### config.mk
export PLATFORM = sky130hd
export DESIGN_NAME = hazard_ctrl_flat
export DESIGN_NICKNAME = d
export VERILOG_FILES = /design/src/rtl/hazard_ctrl_if.sv /design/src/rtl/hazard_ctrl.sv /design/src/flat_wrapper.sv
export SDC_FILE = /design/constraint.sdc
export NUM_CORES = 1
export LEC_CHECK = 0
export ABC_AREA = 1
export BUFFER_PORTS_ARGS = -buffer_cell sky130_fd_sc_hd__buf_2
export CORE_UTILIZATION = 52
export DETAILED_ROUTE_END_ITERATION = 6
export PLACE_DENSITY = 0.9
export SYNTH_ARGS = -nofsm -noshare
export SYNTH_HDL_FRONTEND = slang
export SYNTH_SLANG_ARGS = --single-unit
### constraint.sdc
create_clock -name clk -period 2.3 [get_ports clk]
set_input_delay 0.115 -clock clk [delete_from_list [all_inputs] [get_ports clk]]
set_output_delay 0.115 -clock clk [all_outputs]
set_load 0.01 [all_outputs]
### src/rtl/hazard_ctrl_if.sv
// Pipeline-to-hazard-unit signal bundle: register addresses and control bits
// flowing in from the pipeline, stall/flush/forward controls flowing back.
interface hazard_ctrl_if #(
  parameter int REG_ADDR_WIDTH = 5,
  parameter int CNT_WIDTH      = 16
);
  logic [REG_ADDR_WIDTH-1:0] rs1D_i;
  logic [REG_ADDR_WIDTH-1:0] rs2D_i;
  logic [REG_ADDR_WIDTH-1:0] rs1E_i;
  logic [REG_ADDR_WIDTH-1:0] rs2E_i;
  logic [REG_ADDR_WIDTH-1:0] rdE_i;
  logic                      regWriteE_i;
  logic                      resultSrcE_i;
  logic [REG_ADDR_WIDTH-1:0] rdM_i;
  logic                      regWriteM_i;
  logic [REG_ADDR_WIDTH-1:0] rdW_i;
  logic                      regWriteW_i;
  logic                      branchTakenE_i;
  logic                      memBusy_i;
  logic                      stallF_o;
  logic                      stallD_o;
  logic                      stallE_o;
  logic                      stallM_o;
  logic                      flushD_o;
  logic                      flushE_o;
  logic [1:0]                forwardAE_o;
  logic [1:0]                forwardBE_o;
  logic [1:0]                state_o;
  logic [CNT_WIDTH-1:0]      bubbleCnt_o;

  // Pipeline side: drives hazard sources, consumes controls.
  modport master (
    output rs1D_i, rs2D_i, rs1E_i, rs2E_i, rdE_i, regWriteE_i, resultSrcE_i,
           rdM_i, regWriteM_i, rdW_i, regWriteW_i, branchTakenE_i, memBusy_i,
    input  stallF_o, stallD_o, stallE_o, stallM_o, flushD_o, flushE_o,
           forwardAE_o, forwardBE_o, state_o, bubbleCnt_o
  );

  // Hazard controller side.
  modport slave (
    input  rs1D_i, rs2D_i, rs1E_i, rs2E_i, rdE_i, regWriteE_i, resultSrcE_i,
           rdM_i, regWriteM_i, rdW_i, regWriteW_i, branchTakenE_i, memBusy_i,
    output stallF_o, stallD_o, stallE_o, stallM_o, flushD_o, flushE_o,
           forwardAE_o, forwardBE_o, state_o, bubbleCnt_o
  );
endinterface

### src/rtl/hazard_ctrl.sv
// Central stall/flush/forward controller for the five-stage pipeline.
// State advances on the falling clock edge, in step with the pipeline registers.
module hazard_ctrl #(
  parameter int REG_ADDR_WIDTH = 5,
  parameter int FLUSH_CYCLES   = 2,
  parameter int CNT_WIDTH      = 16
) (
  input logic         clk,
  input logic         rst,
  hazard_ctrl_if.slave bus
);
  typedef enum logic [1:0] {
    RUN     = 2'd0,
    FLUSH   = 2'd1,
    MEMWAIT = 2'd2
  } state_t;

  localparam int CW = (FLUSH_CYCLES > 1) ? $clog2(FLUSH_CYCLES) : 1;

  state_t               state, state_nxt, eff;
  logic [CW-1:0]        cnt, cnt_nxt;
  logic                 ret_flush, ret_nxt;
  logic [CNT_WIDTH-1:0] bubble;
  logic                 lu, stall_fd, stall_em, fl_d, fl_e, bump;
  logic [1:0]           fwd_a, fwd_b;

  function automatic logic [1:0] fwd_sel(
    input logic [REG_ADDR_WIDTH-1:0] rs,
    input logic [REG_ADDR_WIDTH-1:0] rdm,
    input logic                      wm,
    input logic [REG_ADDR_WIDTH-1:0] rdw,
    input logic                      ww
  );
    if (wm && rdm != '0 && rdm == rs) return 2'b10;
    if (ww && rdw != '0 && rdw == rs) return 2'b01;
    return 2'b00;
  endfunction

  // Load-use detection and operand forwarding selects.
  always_comb begin
    lu = bus.resultSrcE_i && bus.regWriteE_i && (bus.rdE_i != '0) &&
         ((bus.rdE_i == bus.rs1D_i) || (bus.rdE_i == bus.rs2D_i));
    fwd_a = fwd_sel(bus.rs1E_i, bus.rdM_i, bus.regWriteM_i, bus.rdW_i, bus.regWriteW_i);
    fwd_b = fwd_sel(bus.rs2E_i, bus.rdM_i, bus.regWriteM_i, bus.rdW_i, bus.regWriteW_i);
  end

  // Control decode and next-state; on the memBusy fall cycle the return
  // state's rules are applied directly by substituting it as the effective state.
  always_comb begin
    stall_fd  = 1'b0;
    stall_em  = 1'b0;
    fl_d      = 1'b0;
    fl_e      = 1'b0;
    state_nxt = state;
    cnt_nxt   = cnt;
    ret_nxt   = ret_flush;
    eff       = state;
    if (state == MEMWAIT && !bus.memBusy_i) eff = ret_flush ? FLUSH : RUN;
    case (eff)
      RUN: begin
        if (bus.memBusy_i) begin
          stall_fd  = 1'b1;
          stall_em  = 1'b1;
          state_nxt = MEMWAIT;
          ret_nxt   = 1'b0;
        end else if (bus.branchTakenE_i) begin
          fl_d = 1'b1;
          fl_e = 1'b1;
          if (FLUSH_CYCLES > 1) begin
            state_nxt = FLUSH;
            cnt_nxt   = CW'(FLUSH_CYCLES - 1);
          end else begin
            state_nxt = RUN;
          end
        end else if (lu) begin
          stall_fd  = 1'b1;
          fl_e      = 1'b1;
          state_nxt = RUN;
        end else begin
          state_nxt = RUN;
        end
      end
      FLUSH: begin
        if (bus.memBusy_i) begin
          stall_fd  = 1'b1;
          stall_em  = 1'b1;
          state_nxt = MEMWAIT;
          ret_nxt   = 1'b1;
        end else begin
          fl_d      = 1'b1;
          cnt_nxt   = cnt - CW'(1);
          state_nxt = (cnt <= CW'(1)) ? RUN : FLUSH;
        end
      end
      default: begin
        stall_fd  = 1'b1;
        stall_em  = 1'b1;
        state_nxt = MEMWAIT;
      end
    endcase
    bump = fl_e | stall_fd | fl_d;
  end

  // Output drive; reset forces bubbles into decode/execute and silences the rest.
  always_comb begin
    bus.stallF_o    = stall_fd & ~rst;
    bus.stallD_o    = stall_fd & ~rst;
    bus.stallE_o    = stall_em & ~rst;
    bus.stallM_o    = stall_em & ~rst;
    bus.flushD_o    = fl_d | rst;
    bus.flushE_o    = fl_e | rst;
    bus.forwardAE_o = rst ? 2'b00 : fwd_a;
    bus.forwardBE_o = rst ? 2'b00 : fwd_b;
    bus.state_o     = state;
    bus.bubbleCnt_o = bubble;
  end

  // FSM, flush-window counter, return flag and saturating bubble counter.
  always_ff @(negedge clk or posedge rst) begin
    if (rst) begin
      state     <= RUN;
      cnt       <= '0;
      ret_flush <= 1'b0;
      bubble    <= '0;
    end else begin
      state     <= state_nxt;
      cnt       <= cnt_nxt;
      ret_flush <= ret_nxt;
      if (bump && bubble != '1) bubble <= bubble + CNT_WIDTH'(1);
    end
  end
endmodule

### src/flat_wrapper.sv
// flat-port wrapper written by rule: the top's interface ports become plain ports
module hazard_ctrl_flat 
#(
  parameter int REG_ADDR_WIDTH = 5,
  parameter int FLUSH_CYCLES   = 2,
  parameter int CNT_WIDTH      = 16
)
  (clk, rst, bus_rs1D_i, bus_rs2D_i, bus_rs1E_i, bus_rs2E_i, bus_rdE_i, bus_regWriteE_i, bus_resultSrcE_i, bus_rdM_i, bus_regWriteM_i, bus_rdW_i, bus_regWriteW_i, bus_branchTakenE_i, bus_memBusy_i, bus_stallF_o, bus_stallD_o, bus_stallE_o, bus_stallM_o, bus_flushD_o, bus_flushE_o, bus_forwardAE_o, bus_forwardBE_o, bus_state_o, bus_bubbleCnt_o);
  hazard_ctrl_if #(.REG_ADDR_WIDTH(REG_ADDR_WIDTH), .CNT_WIDTH(CNT_WIDTH)) bus_i ();
  input logic clk;
  input logic rst;
  input wire logic [$bits(bus_i.rs1D_i)-1:0] bus_rs1D_i;
  input wire logic [$bits(bus_i.rs2D_i)-1:0] bus_rs2D_i;
  input wire logic [$bits(bus_i.rs1E_i)-1:0] bus_rs1E_i;
  input wire logic [$bits(bus_i.rs2E_i)-1:0] bus_rs2E_i;
  input wire logic [$bits(bus_i.rdE_i)-1:0] bus_rdE_i;
  input wire logic [$bits(bus_i.regWriteE_i)-1:0] bus_regWriteE_i;
  input wire logic [$bits(bus_i.resultSrcE_i)-1:0] bus_resultSrcE_i;
  input wire logic [$bits(bus_i.rdM_i)-1:0] bus_rdM_i;
  input wire logic [$bits(bus_i.regWriteM_i)-1:0] bus_regWriteM_i;
  input wire logic [$bits(bus_i.rdW_i)-1:0] bus_rdW_i;
  input wire logic [$bits(bus_i.regWriteW_i)-1:0] bus_regWriteW_i;
  input wire logic [$bits(bus_i.branchTakenE_i)-1:0] bus_branchTakenE_i;
  input wire logic [$bits(bus_i.memBusy_i)-1:0] bus_memBusy_i;
  output wire logic [$bits(bus_i.stallF_o)-1:0] bus_stallF_o;
  output wire logic [$bits(bus_i.stallD_o)-1:0] bus_stallD_o;
  output wire logic [$bits(bus_i.stallE_o)-1:0] bus_stallE_o;
  output wire logic [$bits(bus_i.stallM_o)-1:0] bus_stallM_o;
  output wire logic [$bits(bus_i.flushD_o)-1:0] bus_flushD_o;
  output wire logic [$bits(bus_i.flushE_o)-1:0] bus_flushE_o;
  output wire logic [$bits(bus_i.forwardAE_o)-1:0] bus_forwardAE_o;
  output wire logic [$bits(bus_i.forwardBE_o)-1:0] bus_forwardBE_o;
  output wire logic [$bits(bus_i.state_o)-1:0] bus_state_o;
  output wire logic [$bits(bus_i.bubbleCnt_o)-1:0] bus_bubbleCnt_o;
  assign bus_i.rs1D_i = bus_rs1D_i;
  assign bus_i.rs2D_i = bus_rs2D_i;
  assign bus_i.rs1E_i = bus_rs1E_i;
  assign bus_i.rs2E_i = bus_rs2E_i;
  assign bus_i.rdE_i = bus_rdE_i;
  assign bus_i.regWriteE_i = bus_regWriteE_i;
  assign bus_i.resultSrcE_i = bus_resultSrcE_i;
  assign bus_i.rdM_i = bus_rdM_i;
  assign bus_i.regWriteM_i = bus_regWriteM_i;
  assign bus_i.rdW_i = bus_rdW_i;
  assign bus_i.regWriteW_i = bus_regWriteW_i;
  assign bus_i.branchTakenE_i = bus_branchTakenE_i;
  assign bus_i.memBusy_i = bus_memBusy_i;
  assign bus_stallF_o = bus_i.stallF_o;
  assign bus_stallD_o = bus_i.stallD_o;
  assign bus_stallE_o = bus_i.stallE_o;
  assign bus_stallM_o = bus_i.stallM_o;
  assign bus_flushD_o = bus_i.flushD_o;
  assign bus_flushE_o = bus_i.flushE_o;
  assign bus_forwardAE_o = bus_i.forwardAE_o;
  assign bus_forwardBE_o = bus_i.forwardBE_o;
  assign bus_state_o = bus_i.state_o;
  assign bus_bubbleCnt_o = bus_i.bubbleCnt_o;
  hazard_ctrl #(.REG_ADDR_WIDTH(REG_ADDR_WIDTH), .FLUSH_CYCLES(FLUSH_CYCLES), .CNT_WIDTH(CNT_WIDTH)) u_core (.clk(clk), .rst(rst), .bus(bus_i));
endmodule
==> flow_results.xml <==
<?xml version="1.0" encoding="UTF-8"?>
<metrics>
  <group name="sta">
    <metric name="worst_clock_skew" unit="ns">0.0006493</metric>
    <metric name="maxSlewViolCount" unit="">0</metric>
    <metric name="post-route-worst-setup-slack" unit="ns">-0.4107</metric>
    <metric name="worst_pin_slew" unit="ns">0.3725</metric>
    <metric name="worst_slew_margin_rel" unit="">0.7498</metric>
    <metric name="hold_ws" unit="ns">0.4852</metric>
    <metric name="timing.final.setup_violations" unit="">6</metric>
    <metric name="unrepaired_setup_endpoints_after_global_routing" unit="">true</metric>
    <metric name="final_hold_viol_count" unit="">0</metric>
  </group>
  <group name="die">
    <metric name="die_height" unit="um">58.97</metric>
    <metric name="die-width" unit="um">58.97</metric>
    <metric name="num_io_pins" unit="">71</metric>
    <metric name="rows" unit="">20</metric>
    <metric name="floorplan.die_area" unit="sq um">3477</metric>
    <metric name="start_util" unit="">0.5484</metric>
    <metric name="core-area" unit="sq um">3078</metric>
  </group>
  <group name="final_layout">
    <metric name="layout.cells.most_common_list" unit="">sky130_fd_sc_hd__buf_2, sky130_fd_sc_hd__nand2_1, sky130_fd_sc_hd__nor2_1</metric>
    <metric name="area.growth.synth_to_final" unit="%">37.29</metric>
    <metric name="fillerInstances" unit="">254</metric>
    <metric name="final_nets" unit="">384</metric>
    <metric name="antennaDiodeCount" unit="">0</metric>
    <metric name="layout_commonest_cell" unit="">sky130_fd_sc_hd__buf_2</metric>
    <metric name="drive_above_1_share" unit="">0.3599</metric>
  </group>
  <group name="yosys">
    <metric name="synth.distinct_cells" unit="">26</metric>
    <metric name="syn_area" unit="sq um">1688</metric>
    <metric name="synth_fp_nets" unit="">296</metric>
    <metric name="ys_warn_count" unit="">0</metric>
    <metric name="synth_top_cells_by_area" unit="">sky130_fd_sc_hd__dfrtn_1, sky130_fd_sc_hd__nand2_1, sky130_fd_sc_hd__xor2_1</metric>
    <metric name="synthesis.area_per_instance" unit="sq um">6.698</metric>
    <metric name="synth_top_area_share" unit="">0.2817</metric>
    <metric name="synth.largest_area_cell" unit="">sky130_fd_sc_hd__dfrtn_1</metric>
    <metric name="synth_sequential_area_ratio" unit="">0.2817</metric>
    <metric name="ffs_latches_synth" unit="">19</metric>
    <metric name="synthCells" unit="">252</metric>
  </group>
  <group name="clock_tree">
    <metric name="cts-hold-fix-buffers" unit="">0</metric>
    <metric name="htree_num_levels" unit="">1</metric>
    <metric name="total_clock_buffers_created_by_cts" unit="">3</metric>
    <metric name="clk_root_buffer_cell" unit="">sky130_fd_sc_hd__clkbuf_4</metric>
    <metric name="cts_sinks" unit="">19</metric>
    <metric name="cts_tree" unit="">built</metric>
    <metric name="cts_buffer_depth" unit="">2</metric>
    <metric name="insertion_delay" unit="ns">0.30</metric>
    <metric name="reg_clk_slew_reported_paths" unit="ns">0.07</metric>
  </group>
  <group name="critical_path">
    <metric name="critical_path.slowest_cell" unit="">sky130_fd_sc_hd__dfrtn_1</metric>
    <metric name="cp_max_fo" unit="">3</metric>
    <metric name="worst_setup_path_end_kind" unit="">output pin</metric>
    <metric name="worstSetupPathType" unit="">reg -&gt; out</metric>
    <metric name="ordered_cell_list_for_the_critical_path" unit="">buf_4, a21oi_4, inv_2, o21a_1, inv_2, a21oi_4, buf_2</metric>
    <metric name="crit_path_start_kind" unit="">flop</metric>
    <metric name="worst_path_largest_cell_delay" unit="ns">0.38</metric>
    <metric name="reg2regPathDepth" unit="">7</metric>
    <metric name="worst-endpoint-required" unit="ns">2.18</metric>
    <metric name="cp_data_arrival_time" unit="ns">2.60</metric>
  </group>
  <group name="routing">
    <metric name="drc" unit="">0</metric>
    <metric name="viasPerCell" unit="">4.997</metric>
    <metric name="routed_wirelength" unit="um">4537</metric>
    <metric name="detail_route.iter0.violations" unit="">57</metric>
    <metric name="dr.pass1.iters" unit="">4</metric>
    <metric name="vias" unit="">1914</metric>
    <metric name="routedWlPerCell" unit="um">11.85</metric>
    <metric name="ant_nets" unit="">0</metric>
  </group>
  <group name="global_routing">
    <metric name="grt_start_max_net_pins" unit="">22</metric>
    <metric name="number_of_global_route_vias_before_repair" unit="">1736</metric>
    <metric name="first_pass_grt_wire_length" unit="um">7093</metric>
    <metric name="grt.overflow.total" unit="">0</metric>
    <metric name="antenna_found_initial" unit="">0</metric>
    <metric name="track_usage" unit="">0.2607</metric>
  </group>
  <group name="placement">
    <metric name="post-place-ws" unit="ns">-0.2099</metric>
    <metric name="buffer_ports.inserted" unit="">70</metric>
    <metric name="finalWeightedCongestion" unit="">0.9042</metric>
    <metric name="post-dp-hpwl" unit="um">3483</metric>
  </group>
  <group name="power">
    <metric name="max-vdd-ir-drop" unit="mV">0.4825</metric>
    <metric name="powerDensity" unit="nW/um^2">504.7</metric>
    <metric name="cellLeakagePower" unit="nW">1.280</metric>
    <metric name="design_power_total" unit="W">0.001170</metric>
  </group>
  <group name="flow_run">
    <metric name="maxCapViolations" unit="">0</metric>
  </group>
  <group name="outcome">
    <metric name="status" unit="">complete, but fails checks</metric>
    <metric name="failed_checks" unit="">setup timing</metric>
  </group>
  <group name="hold_path">
    <metric name="worstHoldPathCells" unit="">2</metric>
    <metric name="hp-class" unit="">reg -&gt; reg</metric>
  </group>
</metrics>
[final cells by class]
| class | instances | area (sq um) | share of cell area |
|---|---|---|---|
| inverter | 31 | 116.4 | 0.05022 |
| timing repair buffer | 87 | 509.2 | 0.2198 |
| multi-input combinational | 198 | 1134 | 0.4892 |
| clock buffer | 3 | 22.52 | 0.009719 |
| tap | 44 | 55.05 | 0.02376 |
| clock inverter | 1 | 5.005 | 0.002160 |
| sequential | 19 | 475.5 | 0.2052 |
[critical path: cells and delay by family, from the launching register on]
family / cells / cell delay (ns)
AOI/OAI and AO/OA: 3 / 0.36
buffers and inverters: 4 / 0.41
DFF: 1 / 0.38
[logic make-up after synthesis]
logic type,count (synthesis),synth area share
flops,19,0.2817
xor+xnor,34,0.1764
fa+ha+maj,1,0.007412
simple gates,151,0.4047
buf+inv,36,0.09191
compound gates,11,0.03780
[through the flow]
stage          instances  TNS [ns]    util  cell area (sq um)
4_1_cts              377    -2.162  0.7211               2220
3_3_place_gp         372    -2.260  0.7098               2185
3_5_place_dp         372    -3.383  0.7098               2185
2_1_floorplan        252   -0.3136       -               1710
5_1_grt              383    -2.830  0.7528               2317
6_report             383    -2.141  0.7528               2317
[layer usage]
layer,up-vias,share of wire,global-route usage
met4,0,0.011,0.05782
li1,969,-,-
met1,874,0.43,0.3476
met3,10,0.046,0.04148
met2,61,0.51,0.4448
met5,-,0,0
[state kept, by name (all words and copies together) (netlist names)]
register	cells
u_core.bus.bubbleCnt_o	16
u_core.bus.state_o	2
u_core.ret_flush	1
[cell usage after synthesis]
cell type,count
sky130_fd_sc_hd__o21a_1,2
sky130_fd_sc_hd__or2_2,2
sky130_fd_sc_hd__buf_6,1
sky130_fd_sc_hd__nor4_1,2
sky130_fd_sc_hd__dfrtn_1,19
sky130_fd_sc_hd__o21ai_0,3
sky130_fd_sc_hd__nand4_4,1
sky130_fd_sc_hd__a21oi_1,5
sky130_fd_sc_hd__nand3_4,1
sky130_fd_sc_hd__nand2_4,1
sky130_fd_sc_hd__inv_2,2
sky130_fd_sc_hd__nor2_1,30
sky130_fd_sc_hd__nand4_1,4
sky130_fd_sc_hd__nor2_2,2
sky130_fd_sc_hd__nor3_2,1
sky130_fd_sc_hd__nand2_1,72
sky130_fd_sc_hd__buf_2,1
sky130_fd_sc_hd__o41ai_1,1
sky130_fd_sc_hd__nand2_2,2
sky130_fd_sc_hd__nor3_1,5
sky130_fd_sc_hd__xor2_1,18
sky130_fd_sc_hd__ha_1,1
sky130_fd_sc_hd__inv_1,29
sky130_fd_sc_hd__buf_4,3
sky130_fd_sc_hd__xnor2_1,16
sky130_fd_sc_hd__nand3_1,28
[path summary, 6_finish.rpt]
path / to / start / slack, ns
max: bus_stallF_o / u_core.bus.state_o[1] / -0.41
max in group asynchronous: u_core.bus.bubbleCnt_o[4] / rst / 1.15
min in group asynchronous: u_core.bus.bubbleCnt_o[11] / rst / 0.91
min: u_core.bus.bubbleCnt_o[10] / u_core.bus.bubbleCnt_o[10] / 0.49
min reg2reg: u_core.bus.bubbleCnt_o[10] / u_core.bus.bubbleCnt_o[10] / 0.49
max reg2reg: u_core.bus.bubbleCnt_o[11] / u_core.bus.bubbleCnt_o[0] / 0.34
[what timing repair did]
item | 4_1_cts | 5_1_grt
cloned | 0 | 1
pin swaps | 1 | 11
setup endpoints to repair | 6 | 10
buffers inserted | 1 | 5
gates resized for setup | 2 | 17
[power by group]
| part | total, W | internal (W) | switching (W) | leakage, nW |
|---|---|---|---|---|
| Combinational | 0.000531 | 0.000247 | 0.000285 | 1.01 |
| Sequential | 0.000467 | 0.000395 | 0.0000720 | 0.250 |
| Clock | 0.000171 | 0.0000650 | 0.000106 | 0.0177 |
Power figures use the tool's default switching activity.
